<file path="src/rtl/div_pkg.sv">
// div_pkg: shared width default and controller state encoding for the sequential divider
package div_pkg;
  localparam int DIV_WIDTH = 16;
  typedef enum logic [1:0] {IDLE, RUN, DONE} state_t;
endpackage

</file>
<file path="src/rtl/sub17.sv">
// sub17: combinational subtractor returning a-b and a borrow flag
module sub17
  import div_pkg::*;
#(
  parameter int W = DIV_WIDTH + 1
) (
  input  logic [W-1:0] i_a,
  input  logic [W-1:0] i_b,
  output logic [W-1:0] o_diff,
  output logic         o_borrow
);
  logic [W:0] w_sum;
  assign w_sum    = {1'b0, i_a} + {1'b0, ~i_b} + (W+1)'(1);
  assign o_diff   = w_sum[W-1:0];
  assign o_borrow = ~w_sum[W];
endmodule

</file>
<file path="src/rtl/seq_divider16.sv">
// seq_divider16: unsigned restoring divider, one quotient bit per clock, MSB first
module seq_divider16
  import div_pkg::*;
#(
  parameter int WIDTH = DIV_WIDTH
) (
  input  logic             clk,
  input  logic             rst,
  input  logic             start,
  input  logic [WIDTH-1:0] dividend,
  input  logic [WIDTH-1:0] divisor,
  output logic             ready,
  output logic             done,
  output logic [WIDTH-1:0] quotient,
  output logic [WIDTH-1:0] remainder,
  output logic             div_zero
);
  state_t           r_state, w_next;
  logic [3:0]       r_cnt;
  logic [WIDTH:0]   r_rem;
  logic [WIDTH-1:0] r_q, r_d;
  logic [WIDTH-1:0] r_quotient, r_remainder;
  logic             r_div_zero;
  logic [WIDTH:0]   w_shift, w_diff, w_rem_nxt;
  logic [WIDTH-1:0] w_q_nxt;
  logic             w_borrow, w_accept, w_last;

  assign w_shift   = (r_rem << 1) | (WIDTH+1)'(r_q[WIDTH-1]);
  assign w_rem_nxt = w_borrow ? w_shift : w_diff;
  assign w_q_nxt   = {r_q[WIDTH-2:0], ~w_borrow};

  sub17 #(.W(WIDTH+1)) u_sub (
    .i_a     (w_shift),
    .i_b     ({1'b0, r_d}),
    .o_diff  (w_diff),
    .o_borrow(w_borrow)
  );

  // next state: accept in IDLE, 16 iterations in RUN, single-cycle DONE
  always_comb begin
    ready    = r_state == IDLE;
    done     = r_state == DONE;
    w_accept = ready && start;
    w_last   = r_state == RUN && r_cnt == 4'(WIDTH-1);
    w_next   = r_state == DONE ? IDLE :
               w_last          ? DONE :
               !w_accept       ? r_state :
               divisor == '0   ? DONE : RUN;
  end

  // state register
  always_ff @(posedge clk) begin
    if (rst) r_state <= IDLE;
    else     r_state <= w_next;
  end

  // datapath: capture operands, iterate, publish results on DONE entry
  always_ff @(posedge clk) begin
    if (rst) begin
      r_cnt       <= '0;
      r_rem       <= '0;
      r_q         <= '0;
      r_d         <= '0;
      r_quotient  <= '0;
      r_remainder <= '0;
      r_div_zero  <= 1'b0;
    end else if (w_accept) begin
      r_cnt <= '0;
      r_rem <= '0;
      r_q   <= dividend;
      r_d   <= divisor;
      if (divisor == '0) begin
        r_quotient  <= '1;
        r_remainder <= dividend;
        r_div_zero  <= 1'b1;
      end
    end else if (r_state == RUN) begin
      r_cnt <= r_cnt + 4'd1;
      r_rem <= w_rem_nxt;
      r_q   <= w_q_nxt;
      if (w_last) begin
        r_quotient  <= w_q_nxt;
        r_remainder <= w_rem_nxt[WIDTH-1:0];
        r_div_zero  <= 1'b0;
      end
    end
  end

  assign quotient  = r_quotient;
  assign remainder = r_remainder;
  assign div_zero  = r_div_zero;
endmodule
</file>
<file path="config.mk">
export PLATFORM = sky130hd
export DESIGN_NAME = seq_divider16
export DESIGN_NICKNAME = d
export VERILOG_FILES = /design/src/rtl/div_pkg.sv /design/src/rtl/sub17.sv /design/src/rtl/seq_divider16.sv
export SDC_FILE = /design/constraint.sdc
export NUM_CORES = 1
export LEC_CHECK = 0
export CORE_ASPECT_RATIO = 1.2
export CORE_MARGIN = 2
export CORE_UTILIZATION = 55
export CTS_CLUSTER_SIZE = 8
export DETAILED_ROUTE_END_ITERATION = 8
export PLACE_DENSITY_LB_ADDON = 0.25
export REMOVE_ABC_BUFFERS = 1
export SETUP_SLACK_MARGIN = 0.3
export SLEW_MARGIN = 20
export SYNTH_ARGS = -nofsm -noshare
export SYNTH_HDL_FRONTEND = slang
export SYNTH_HIERARCHICAL = 1
export SYNTH_SLANG_ARGS = --single-unit
</file>
<file path="constraint.sdc">
create_clock -name clk -period 4.1 [get_ports clk]
set_input_delay 0.41 -clock clk [delete_from_list [all_inputs] [get_ports clk]]
set_output_delay 0.41 -clock clk [all_outputs]
set_load 0.02 [all_outputs]
</file>
* Word-level counts from Yosys, hierarchy flattened
Index checks and enable logic that the tools add are counted.
** Storage, ports and cells
- Register bits after elaboration :: 87
- Input port bits :: 35
- Output and inout port bits :: 35
** Operators by class
- $add $sub $neg :: 3
- Equal/unequal tests :: 4
- Multiplexer cells :: 18
- Bitwise operators :: 2
- Reductions and logical operators :: 10
** Operators by type and width (count)
- $mux W16 :: 11
- $add A17 B17 Y18 :: 1
- $add A18 B1 Y18 const B :: 1
- $not A16 Y17 :: 1
- $or A17 B1 Y17 :: 1
- $logic_not A16 Y1 :: 1
- $mux W2 :: 3
- $add A4 B1 Y4 const B :: 1
- $eq A4 B4 Y1 const B :: 1
- $mux W1 :: 4
- $reduce_bool A2 Y1 :: 2
- $reduce_or A2 Y1 :: 2
- $reduce_and A3 Y1 :: 1
- $reduce_or A3 Y1 :: 1
- $eq A2 B1 Y1 const B :: 1
- $eq A2 B2 Y1 const B :: 1
- $logic_and A1 B1 Y1 :: 2
- $logic_not A2 Y1 :: 1
- $ne A2 B1 Y1 const B :: 1

* Longest topological paths before layout
Gate-level depths: netlist of the first run.
- Word-level depth :: 7
- Mapped depth :: 13
- Gate-level depth less buffers :: 11

* By module
The synthesis of the first run kept the hierarchy.
** Modules (own cells, without submodules)
- seq_divider16 :: times used 1, cells an instance 399, area each 3728.6 um^2, sequential area each 1741.7 um^2
- sub17 :: times used 1, cells an instance 151, area each 1019.7 um^2, sequential area each 0.0 um^2

* Least setup slack after synthesis of the first run
No wires, ideal clock.
- Kind :: reg-to-reg
- Start :: reg r_d[8]
- End :: reg r_remainder[10], in the netlist remainder[10]
- Data arrival time :: 2769 ps
- Slack :: 1198 ps
- Stages on the path, launching flop included :: 14
- Clock period less this slack :: 2902 ps
- Cells stage by stage :: dfxtp_1 inv_1 ha_1 buf_2 a21oi_1 o21ai_0 or3_1 o21a_1 a221oi_1 buf_2 buf_2 mux2_2 a32oi_1 a21oi_1
** Between the ends
- Longest elaborated chain between the ends :: 7
** RTL lines
- start: declaration :: line seq_divider16.sv:21 : logic [WIDTH-1:0] r_q, r_d;
- start signal: assignment :: line seq_divider16.sv:71 : r_d <= divisor;
- $not A16 Y17 :: line sub17.sv:13 : assign w_sum = {1'b0, i_a} + {1'b0, ~i_b} + (W+1)'(1);
- $add A17 B17 Y18 :: line sub17.sv:13
- $add A18 B1 Y18 :: line sub17.sv:13
- $mux W16 :: line seq_divider16.sv:29 : assign w_rem_nxt = w_borrow ? w_shift : w_diff;
- $mux W16 :: line seq_divider16.sv:81 : if (w_last) begin
- $mux W16 :: line seq_divider16.sv:77 : end else if (r_state == RUN) begin
- $mux W16 :: line seq_divider16.sv:67 : end else if (w_accept) begin
- end signal: assignment :: line seq_divider16.sv:74 : r_remainder <= dividend;
- end signal: assignment :: line seq_divider16.sv:83 : r_remainder <= w_rem_nxt[WIDTH-1:0];
- end: declaration :: line seq_divider16.sv:22 : logic [WIDTH-1:0] r_quotient, r_remainder;
No other way between the ends. The select of a mux whose other input is x is not followed.
A chain may end at the register's enable or synchronous reset.

* Final worst setup path of the first run
- Start :: reg r_d[8]
- End :: reg r_remainder[7], in the netlist remainder[7]
The elaborated chain is that of the path after synthesis.

==> results.txt, run 1 <==
The run finished with clean final reports. Setup repair after global routing left no endpoint under its margin. In this run the clock root is driven by a sky130_fd_sc_hd__clkbuf_8.

For this run, the top clock speed supported by timing is 288 MHz. The met1 wire length came out at 4860 um. The CTS tree is built.

The element type at the critical path start is a register. The global-route wire length before repair is 18700 um. The largest single stage delay on the critical path is 750 ps. The number of detailed-routing iterations run before antenna repair came out at 4.

In this run the tightest slew margin relative to its limit is 33.0%. The number of failing setup endpoints in the final timing report is 0. The buffer depth of the longest clock path came out at 2.

The area growth from synthesis to layout is 18.5%. The number of instances in the synthesized netlist came out at 538. The total number of nets in the final design is 639.

The via count normalized by instance count came out at 5.88. The instance area after placement came out at 5310 um2. In this run the critical register-to-register path is launched from r_d[8]. The total wire length after detailed routing came out at 11400 um.

The number of failing hold endpoints at the final stage is 0. The detailed router finished its first iteration with 211 violations. The width of the die is 88.0 um. The max-slew violation total from the final report is 0.

The post-route netlist has 11.0% of its cells at a drive strength greater than 1. On the critical path the largest part of the delay comes from compound AO/OA/AOI/OAI gates. The global router's overall resource usage is 25.6%. The residual overflow from global routing is 0. Across the run, the number of max-cap violations was 0.

The worst reg2reg path depth came out at 11. The hold-fix buffer count after cts came out at 0. 70 I/O pins were placed. The area of the die came out at 9220 um2. The overall die height came out at 105 um. The post-route cell area is 5510 um2. The highest metal layer used by the detailed router is met4.

The number of antenna violations at the first check in global routing came out at 0. The clock insertion delay at the later pin of the skew report is 360 ps. The fraction of the cycle the final worst path needs came out at 84.6%. The pin count of the biggest net entering global routing is 43. The routed design could run at a clock period as short as 3470 ps. Power spread over the standard cell area amounts to 349 nW/um2.

The endpoint required time on the critical path is 4330 ps. Walking the worst path, the cells encountered are inv_1 -> ha_1 -> a21oi_1 -> o21ai_0 -> or3_1 -> o21a_1 -> a221oi_2 -> buf_4 -> mux2_2 -> a32oi_1 -> a21oi_1. The category of the worst setup path capture point is a register.

The number of buffers created by CTS came out at 9. The area of the core came out at 8150 um2. The static power due to leakage is 2.01 nW.

The worst hold path terminates at r_d[2]. The type of the worst setup path is register to register. The mapped cell area is 4650 um2. In this run the critical register-to-register path is captured at remainder[7]. The number of cells on the worst hold path came out at 2. The length of routed met2 wiring came out at 5700 um. The buffers plus inverters on the worst setup path is 2. The maximum level of the CTS H-tree is 3. For this run, design rule violations remaining after detail routing come to 0. The vias after detailed routing is 4136. For the pin with the worst max-slew slack, the measured transition is 1000 ps. The setup TNS came out at 0 ps. The met3 wire length is 497 um.

The count of cells resized by post-cts repair came out at 0. The number of input and output port buffers inserted came out at 69. The arrival time of the worst setup path came out at 3700 ps. The highest net fanout along the worst path came out at 10.

The number of sinks handled by clock tree synthesis is 87. The sum of net half-perimeters after detailed placement is 7850 um. The number of warnings printed during yosys synthesis came out at 6. The count of nets left with antenna violations once routing finished came out at 0. On the critical path, the stage with the largest delay is an instance of sky130_fd_sc_hd__a221oi_2. The number of setup buffers added after CTS is 0. The worst reg-to-reg setup slack is 630 ps. The maximum ir drop on the vdd rail is 0.260 mV. Routability-driven placement finished with a final weighted congestion of 0.865. For this configuration, the core starts out at a cell density of 57.1%. The number of rows in the core area came out at 36. The clock-pin slew on the worst setup and hold paths came out at 90 ps. The number of global-route vias before repair is 4017. The startpoint of the worst hold path is r_d[2]. The average footprint of a synthesized cell is 8.65 um2.

The average wire per cell in the routed design is 16.2 um. The tightest min-delay check is of the register to register type. Across the routed clock network, the largest skew measured is 13.8 ps. The most numerous cell on the critical path is sky130_fd_sc_hd__a21oi_1. The repair_antennas step left the layout with diodes totalling 0.
placed cells by master (no fill, tap or decap), types with 9 or more instances in the layout:
| master | n |
|---|---|
| sky130_fd_sc_hd__a21oi_1 | 56 |
| sky130_fd_sc_hd__a22oi_1 | 15 |
| sky130_fd_sc_hd__a31oi_1 | 10 |
| sky130_fd_sc_hd__a31oi_2 | 9 |
| sky130_fd_sc_hd__a32oi_1 | 15 |
| sky130_fd_sc_hd__clkbuf_8 | 10 |
| sky130_fd_sc_hd__clkdlybuf4s50_1 | 68 |
| sky130_fd_sc_hd__dfxtp_1 | 87 |
| sky130_fd_sc_hd__ha_1 | 18 |
| sky130_fd_sc_hd__inv_1 | 25 |
| sky130_fd_sc_hd__mux2_2 | 15 |
| sky130_fd_sc_hd__mux2i_1 | 17 |
| sky130_fd_sc_hd__nand2_1 | 89 |
| sky130_fd_sc_hd__nor2_1 | 37 |
| sky130_fd_sc_hd__o211ai_1 | 23 |
final cells by class:
type	instances	area, um2
fill	687	2640
multi-input combinational	387	2600
sequential	87	1740
timing repair buffer	75	731
tap	114	143
clock buffer	10	138
inverter	25	93.8
clock inverter	6	66.3
worst max path at each step:
stage                      start            end  slack (ps)  cells after the start
after detailed placement  r_d[8]   remainder[7]         710                     11
final                     r_d[8]   remainder[7]         630                     11
after global routing      r_d[8]  remainder[10]         480                     11
after floorplan           r_d[8]   remainder[1]         340                     10
after global placement    r_d[8]   remainder[8]         850                     11
after CTS                 r_d[8]   remainder[7]         690                     11
where the power goes:
part	switching (W)	total [W]	internal (W)	leakage (nW)
registers	0.0000218	0.000894	0.000872	0.706
logic	0.000225	0.000412	0.000187	1.19
clock network	0.000315	0.000616	0.000302	0.107
total	0.000561	0.00192	0.00136	2.01
through the flow:
| stage | utilization (%) | instances | setup slack, ps | hold slack, ps | total power, W |
|---|---|---|---|---|---|
| after floorplan | - | 499 | 343 | 430 | 0.00118 |
| after CTS | 67.6 | 704 | 688 | 458 | 0.00192 |
| after global placement | 65.1 | 688 | 845 | 445 | 0.00130 |
| after global routing | 67.6 | 704 | 484 | 480 | 0.00201 |
| final | 67.6 | 704 | 632 | 456 | 0.00192 |
| after detailed placement | 65.1 | 688 | 706 | 447 | 0.00132 |
worst register-to-register path: cells and delay by family (launching register included):
kind,cells,cell delay (ps)
multiplexers,1,370
adder cells (fa/ha/maj),1,360
buffers and inverters,2,390
AND/OR/NAND/NOR,1,340
AO/OA/AOI/OAI,6,1550
flip-flops,1,340
metal layers:
layer  track usage, %  vias to the layer above
li1                 -                     2021
met3             5.69                       29
met2             42.5                      138
met1             31.9                     1948
met4             9.89                        0
met5                0                        -
sequential cells by signal (all words and copies together), names as in the netlist:
signal	flops
div_zero	1
quotient	16
r_cnt	4
r_d	16
r_q	16
r_rem	16
r_state	2
remainder	16
(Power assumes the default switching activity.)
==> run 2: changes to the inputs <==
- CORE_UTILIZATION: 55 -> 49
- clock period: 4.1 -> 3 ns (I/O delays scaled with it)
==> run 2 against run 1 <==
  * Combinational power is 83% higher
  * Global-route usage shrank 2.3 points
  * Non-clock buffer count up 16
  * Maximum frequency grew 25%
  * Clock-buffer cell count is the same
  * Clock skew fell by 0.54 ps
  * Critical path depth did not move
  * First-iteration DRC count fell by 6.6%
  * Wire length is 8.5% higher
  * Worst setup slack got worse by 400 ps
  * Core utilization shrank 2.4 points
  * Critical path type unchanged
  * Largest cell class unchanged
  * Highest routed layer unchanged
==> results.txt, run 2 (synthesized netlist as in run 1, its figures left out) <==
The flow ran to the end, and the final reports show no timing, DRC or antenna violations. The tightest min-delay check is of the input pin to register type. The number of antenna violations at the first check in global routing is 0. The pin count of the biggest net entering global routing came out at 35. The overall die height came out at 111 um. The buffers plus inverters on the worst setup path came out at 2. The total wire length after detailed routing came out at 12300 um.

The final antenna diode count is 0. Setup violations remaining at the end of the flow were counted as 0. The max-slew violation total from the final report is 0. The highest net fanout along the worst path came out at 7. The area of the core is 9130 um2. The top cell types in the final layout, fill and taps aside, are sky130_fd_sc_hd__nand2_1, sky130_fd_sc_hd__dfxtp_1, sky130_fd_sc_hd__clkdlybuf4s50_1, sky130_fd_sc_hd__a21oi_1, sky130_fd_sc_hd__nor2_1. Counting every sink on the clock net gives 87. The busiest layer in global routing is met2.

The transition time of the tightest slew-check pin came out at 866 ps. The clock-pin slew on the worst setup and hold paths is 90 ps. The average wire per cell in the routed design came out at 17.0 um.

The critical path in this run is classified as register to register. The buffer depth of the longest clock path came out at 2. The max-capacitance violation count is 0.

For this design, the slowest cell found on the critical path is sky130_fd_sc_hd__dfxtp_2. Across the VDD grid, the largest voltage drop is 0.255 mV. The top-level port count came out at 70.

The area of the die is 10300 um2. The H-tree was split into 3 levels. The arrival time of the worst setup path came out at 3010 ps. Static timing analysis puts the maximum clock frequency at 362 MHz. The final weighted congestion in routability-driven placement is 0.908.

The sum of net half-perimeters after detailed placement came out at 8070 um. The area growth from synthesis to layout is 27.9%. Global routing finished with a remaining overflow of 0. TritonCTS built the clock tree.

The endpoint required time on the critical path came out at 3240 ps. For this design the ratio of total power to cell area is 472 nW/um2. The number of detailed-routing iterations run before antenna repair is 5. The worst slack at placement is 171 ps. The worst setup path is launched from a register. The library cell used most frequently in the layout, excluding fill and tap cells, is sky130_fd_sc_hd__nand2_1. The number of remaining DRC errors is 0.

The kind of cell with the highest combined delay along the critical path is compound AO/OA/AOI/OAI gates. The signal on the critical path passes through ha_4 -> a21oi_2 -> o21ai_1 -> or3_4 -> o21a_4 -> a221oi_4 -> buf_6 -> clkbuf_16 -> mux2_4 -> a32oi_2 -> a21oi_1. Dividing the final minimum period by the clock period gives 92.1%. The tree is rooted in a sky130_fd_sc_hd__clkbuf_8. Clock latency on the worst-skew pair, taken at its later pin, is 370 ps.

The first-iteration detailed-routing DRC count is 197. Global routing consumed, over all layers together, 23.3% of the routing resources. The via count normalized by instance count is 5.82. The global-route wire length before repair is 19400 um.

The number of global-route vias before repair was 4023. The post-detailed-route count of antenna-violating nets is 0. The initial cell density of the core is 51.0%. The worst setup path is captured at a register. The static power due to leakage is 2.18 nW.

In the post-route analysis, the smallest setup slack over all paths is 236 ps. The floorplan step set the die width to 93.0 um. The setup skew after layout came out at 13.2 ps.

For this run, the post-layout net count is 655. In the global route stage, met2 resource usage came out at 38.4%. In the final layout, the share of cells above drive strength 1 is 18.8%. Setup repair after global routing could not meet its margin everywhere. The number of failing hold endpoints at the final stage is 0.

The worst hold slack came out at 385 ps. After floorplanning, the core was divided into 38 placement rows. The peak per-stage delay on the critical path is 350 ps.

The relative slew slack came out at 42.1%. The number of clock buffers added by TritonCTS is 9. The hold-fix buffer count after cts came out at 0.

The minimum clock period after layout came out at 2760 ps. In this run the tool buffered the top-level ports with 69 buffer cells. The final-layout fill cell count came out at 794. The met1 layer usage reported by global route is 29.4%. The detailed router placed 4220 vias in this run. Summed over all failing endpoints, the final setup total negative slack is 0 ps. The global-route track usage on met3 came out at 4.76%.
==> run 2: cell types whose count changed in the layout (fill, tap and decap cells not counted), moves of 3 or more <==
cell                      delta
sky130_fd_sc_hd__inv_2       +3
sky130_fd_sc_hd__a21oi_2     +4
sky130_fd_sc_hd__dfxtp_2    +11
sky130_fd_sc_hd__buf_4      +10
sky130_fd_sc_hd__mux2_4     +13
sky130_fd_sc_hd__ha_4        +8
sky130_fd_sc_hd__dfxtp_1    -12
sky130_fd_sc_hd__ha_1        -9
sky130_fd_sc_hd__a21oi_1     -4
sky130_fd_sc_hd__mux2_2     -13
sky130_fd_sc_hd__inv_1       -3
==> run 2: path summary, 6_finish.rpt <==
path	cells past startpoint	slack, ps	startpoint	endpoint
max reg2reg	11	240	r_rem[7]	remainder[11]
min reg2reg	2	460	r_d[2]	r_d[2]
max	11	240	r_rem[7]	remainder[11]
min	2	390	rst	r_q[3]
==> run 2: layer usage <==
layer / vias to the layer above / routed length (um)
met2: 115 / 6070
met3: 37 / 613
met4: 0 / 414
met1: 2025 / 5240
met5: - / 0
li1: 2043 / -
==> run 2: layout make-up <==
class                      instances  area [um2]  area share (%)
multi-input combinational        387        2830            47.5
sequential                        87        1760            29.6
timing repair buffer              91         926            15.6
tap                              120         150            2.52
clock buffer                      10         138            2.31
inverter                          25        93.8            1.58
clock inverter                     5        56.3           0.946
==> run 2: per-stage QoR <==
stage / utilization, % / power (W) / std cells / cell area [um2]
global route: 65.2 / 0.00294 / 725 / 5950
floorplan: - / 0.00162 / 499 / 4410
detailed placement: 58.8 / 0.00181 / 700 / 5370
CTS: 62.4 / 0.00270 / 720 / 5700
global placement: 58.8 / 0.00180 / 700 / 5370
finish: 65.2 / 0.00281 / 725 / 5950
==> run 2: power breakdown <==
| part | switching, W | leakage, nW | internal, W |
|---|---|---|---|
| combinational | 0.000369 | 1.36 | 0.000386 |
| sequential | 0.0000322 | 0.712 | 0.00119 |
| clock | 0.000430 | 0.0985 | 0.000403 |
| total | 0.000830 | 2.18 | 0.00198 |
==> run 2: timing repair <==
action | CTS | global route
buffers inserted | 4 | 3
pin swaps | 7 | 34
gates cloned | 1 | 2
endpoints found under the hold margin | 0 | 0
setup endpoints to repair | 31 | 32
resized for setup | 17 | 41
==> run 3: changes to the inputs <==
- SETUP_SLACK_MARGIN: 0.3 -> default
==> run 3 against run 2 <==
  * Combinational power is 24% lower
  * Power is 7.0% lower
  * Sequential power hardly changed
  * Sequential share of layout area is 1.7 points higher
  * Clock power is 1% lower
  * Critical path depth stayed put
  * Cell count is 1.4% lower
  * Hold slack better by 6.2 ps
  * Worst setup slack worse by 75 ps
  * Via count is 2.1% lower
  * Clock-buffer cell count stayed put
  * Final area is 6.5% lower
  * Largest cell class unchanged
==> results.txt, run 3 (synthesized netlist as in run 1, its figures left out) <==
The flow ran to the end, and the final reports show no timing, DRC or antenna violations. The number of failing setup endpoints in the final timing report is 0. The switching part of the total power came out at 28.9%.

The max-slew violation total from the final report came to 0. The path type of the worst min-delay path is input pin to register. The category of the worst setup path capture point is a register.

The transition time of the tightest slew-check pin came out at 866 ps. The width of the die came out at 93.0 um. The number of buffers created by CTS came out at 9. The part of the total power dissipated in combinational logic is 21.8%. The fraction of final layout cells with drive strength greater than 1 came out at 11.4%. The number of detailed-routing iterations run before antenna repair is 6. The maximum ir drop on the vdd rail came out at 0.239 mV. The number of remaining DRC errors is 0.

Data on the critical path arrives at its endpoint at 3070 ps. The switching component of the power is 0.000756 W. The number of antenna violations at the first check in global routing came out at 0.

Using the TritonRoute via totals, the vias-per-cell ratio works out to 5.78. Clock-pin slew was measured on the worst setup and hold paths at 90 ps. The endpoint required time on the critical path is 3240 ps. The residual overflow from global routing is 0. Cell internal power was estimated by the tool at 0.00186 W.

The clock group share of total power came out at 31.5%. The design draws 0.00262 W. The maximum level of the CTS H-tree is 3. In the finished design, the share of the clock period the worst path needs comes to 94.6%. After detailed routing, the average wire length per cell comes to 16.0 um. The area of the die is 10300 um2.

The setup fix buffers added after clock tree synthesis came out at 0. The first global-routing pass estimated 18900 um of wire. The areal power density over the cells came out at 470 nW/um2. At the end of routability-driven placement, the weighted congestion stood at 0.908. TritonCTS built the clock tree. In the layout the commonest cells are sky130_fd_sc_hd__nand2_1, sky130_fd_sc_hd__dfxtp_1, sky130_fd_sc_hd__clkdlybuf4s50_1, sky130_fd_sc_hd__a21oi_1, sky130_fd_sc_hd__nor2_1. The total number of nets in the final design came out at 645. Setup total negative slack on the finished layout was measured at 0 ps.

Along the worst path, the maximum fanout reaches 18. The relative slew slack came out at 42.1%. The sequential cell fraction of total power came out at 46.7%. The setup skew after layout came out at 10.2 ps. The number of sinks handled by clock tree synthesis is 87.

The global router's overall resource usage came out at 22.6%. The total wire length after detailed routing is 11400 um. Subtracting the final worst setup slack from the clock period gives 2840 ps. The number of global-route vias before repair came out at 3943. The worst setup path is launched from a register. In this run the vertical extent of the chip is 111 um. The cell sitting at the root of the clock tree is a sky130_fd_sc_hd__clkbuf_8. The area growth from synthesis to layout came out at 19.6%. The highest clock frequency the design can meet is 352 MHz.

The later pin in the worst-skew pair is clocked with a latency of 360 ps. The post-detailed-route count of antenna-violating nets came out at 0. The number of input and output port buffers inserted came out at 69. Summing over every cut layer, the via total after detailed routing is 4131.

The final antenna diode count is 0. The number of failing hold endpoints at the final stage was 0. The max-capacitance violation count came out at 0.

The pin count of the biggest net entering global routing came out at 35. After legalization and detailed placement, the total HPWL measured 8070 um. The type of the worst setup path is register to register. Setup repair after global routing could not meet its margin everywhere. In this run the deepest clock path goes through 2 buffers. The initial utilization of the core area, before any placement, comes to 51.0%. The number of rows in the core area came out at 38. The analysis attributes to cell leakage a power of 2.03 nW. The area of the core came out at 9130 um2. The first-iteration detailed-routing DRC count is 201. Leaving out fill and tap cells, the most frequent cell in the layout is sky130_fd_sc_hd__nand2_1.

The top-level port count is 70.
run 3: cell types whose count changed in the layout (fill, tap and decap cells not counted), moves of 4 or more:
cell	change
sky130_fd_sc_hd__mux2_2	+13
sky130_fd_sc_hd__mux2_4	-13
sky130_fd_sc_hd__dfxtp_1	+12
sky130_fd_sc_hd__dfxtp_2	-11
sky130_fd_sc_hd__ha_1	+9
sky130_fd_sc_hd__ha_4	-8
sky130_fd_sc_hd__buf_4	-5
sky130_fd_sc_hd__a21oi_1	+4
sky130_fd_sc_hd__a21oi_2	-4
run 3: routing by layer:
layer / vias to the layer above / track usage (%) / share of wire [%]
met1: 1984 / 29.0 / 44
li1: 2024 / - / -
met4: 0 / 9.80 / 1.7
met5: - / 0 / 0
met2: 107 / 36.4 / 50
met3: 16 / 4.76 / 4.8
run 3: power by group through the flow:
stage	clock network, W	logic (W)	registers, W
final	0.000824	0.000571	0.00122
after global routing	0.000901	0.000625	0.00123
after global placement	0	0.000552	0.00125
after CTS	0.000846	0.000567	0.00122
after floorplan	0	0.000381	0.00124
after detailed placement	0	0.000563	0.00125
run 3: final cells by class:
class / instances / area (um2)
clock inverters: 5 / 56.3
flip-flops and latches: 87 / 1740
inverters: 25 / 93.8
fillers: 864 / 3560
repair buffers: 81 / 788
well taps: 120 / 150
clock buffers: 10 / 138
multi-input cells: 387 / 2600
run 3: metrics by stage:
| stage | instance area [um2] | setup slack [ps] | hold slack [ps] | util (%) | cells |
|---|---|---|---|---|---|
| after global routing | 5570 | -15.0 | 400 | 61.0 | 715 |
| final | 5570 | 161 | 391 | 61.0 | 715 |
| after global placement | 5370 | 225 | 445 | 58.8 | 700 |
| after floorplan | 4410 | -757 | 362 | - | 499 |
| after detailed placement | 5370 | 171 | 447 | 58.8 | 700 |
| after CTS | 5570 | 158 | 374 | 61.0 | 715 |
run 3: timing repair:
action,in CTS,in global routing
endpoints found under the setup margin,0,6
hold buffers,0,0
resized for setup,0,0
run 3: path summary, 6_finish.rpt:
check | start | end | slack [ps] | cells past startpoint
hold / removal | rst | r_q[3] | 390 | 2
setup reg to reg | r_d[8] | remainder[10] | 160 | 11
setup / recovery | r_d[8] | remainder[10] | 160 | 11
hold reg to reg | r_d[2] | r_d[2] | 460 | 2
run 3: critical path, cell delays in order, from the launching register on:
cell and delay [ps]:
sky130_fd_sc_hd__dfxtp_1 330, sky130_fd_sc_hd__inv_1 40, sky130_fd_sc_hd__ha_1 350, sky130_fd_sc_hd__a21oi_1 180, sky130_fd_sc_hd__o21ai_0 110, sky130_fd_sc_hd__or3_1 340
sky130_fd_sc_hd__o21a_1 220, sky130_fd_sc_hd__a221oi_2 310, sky130_fd_sc_hd__buf_12 210, sky130_fd_sc_hd__mux2_2 360, sky130_fd_sc_hd__a32oi_1 170, sky130_fd_sc_hd__a21oi_1 80
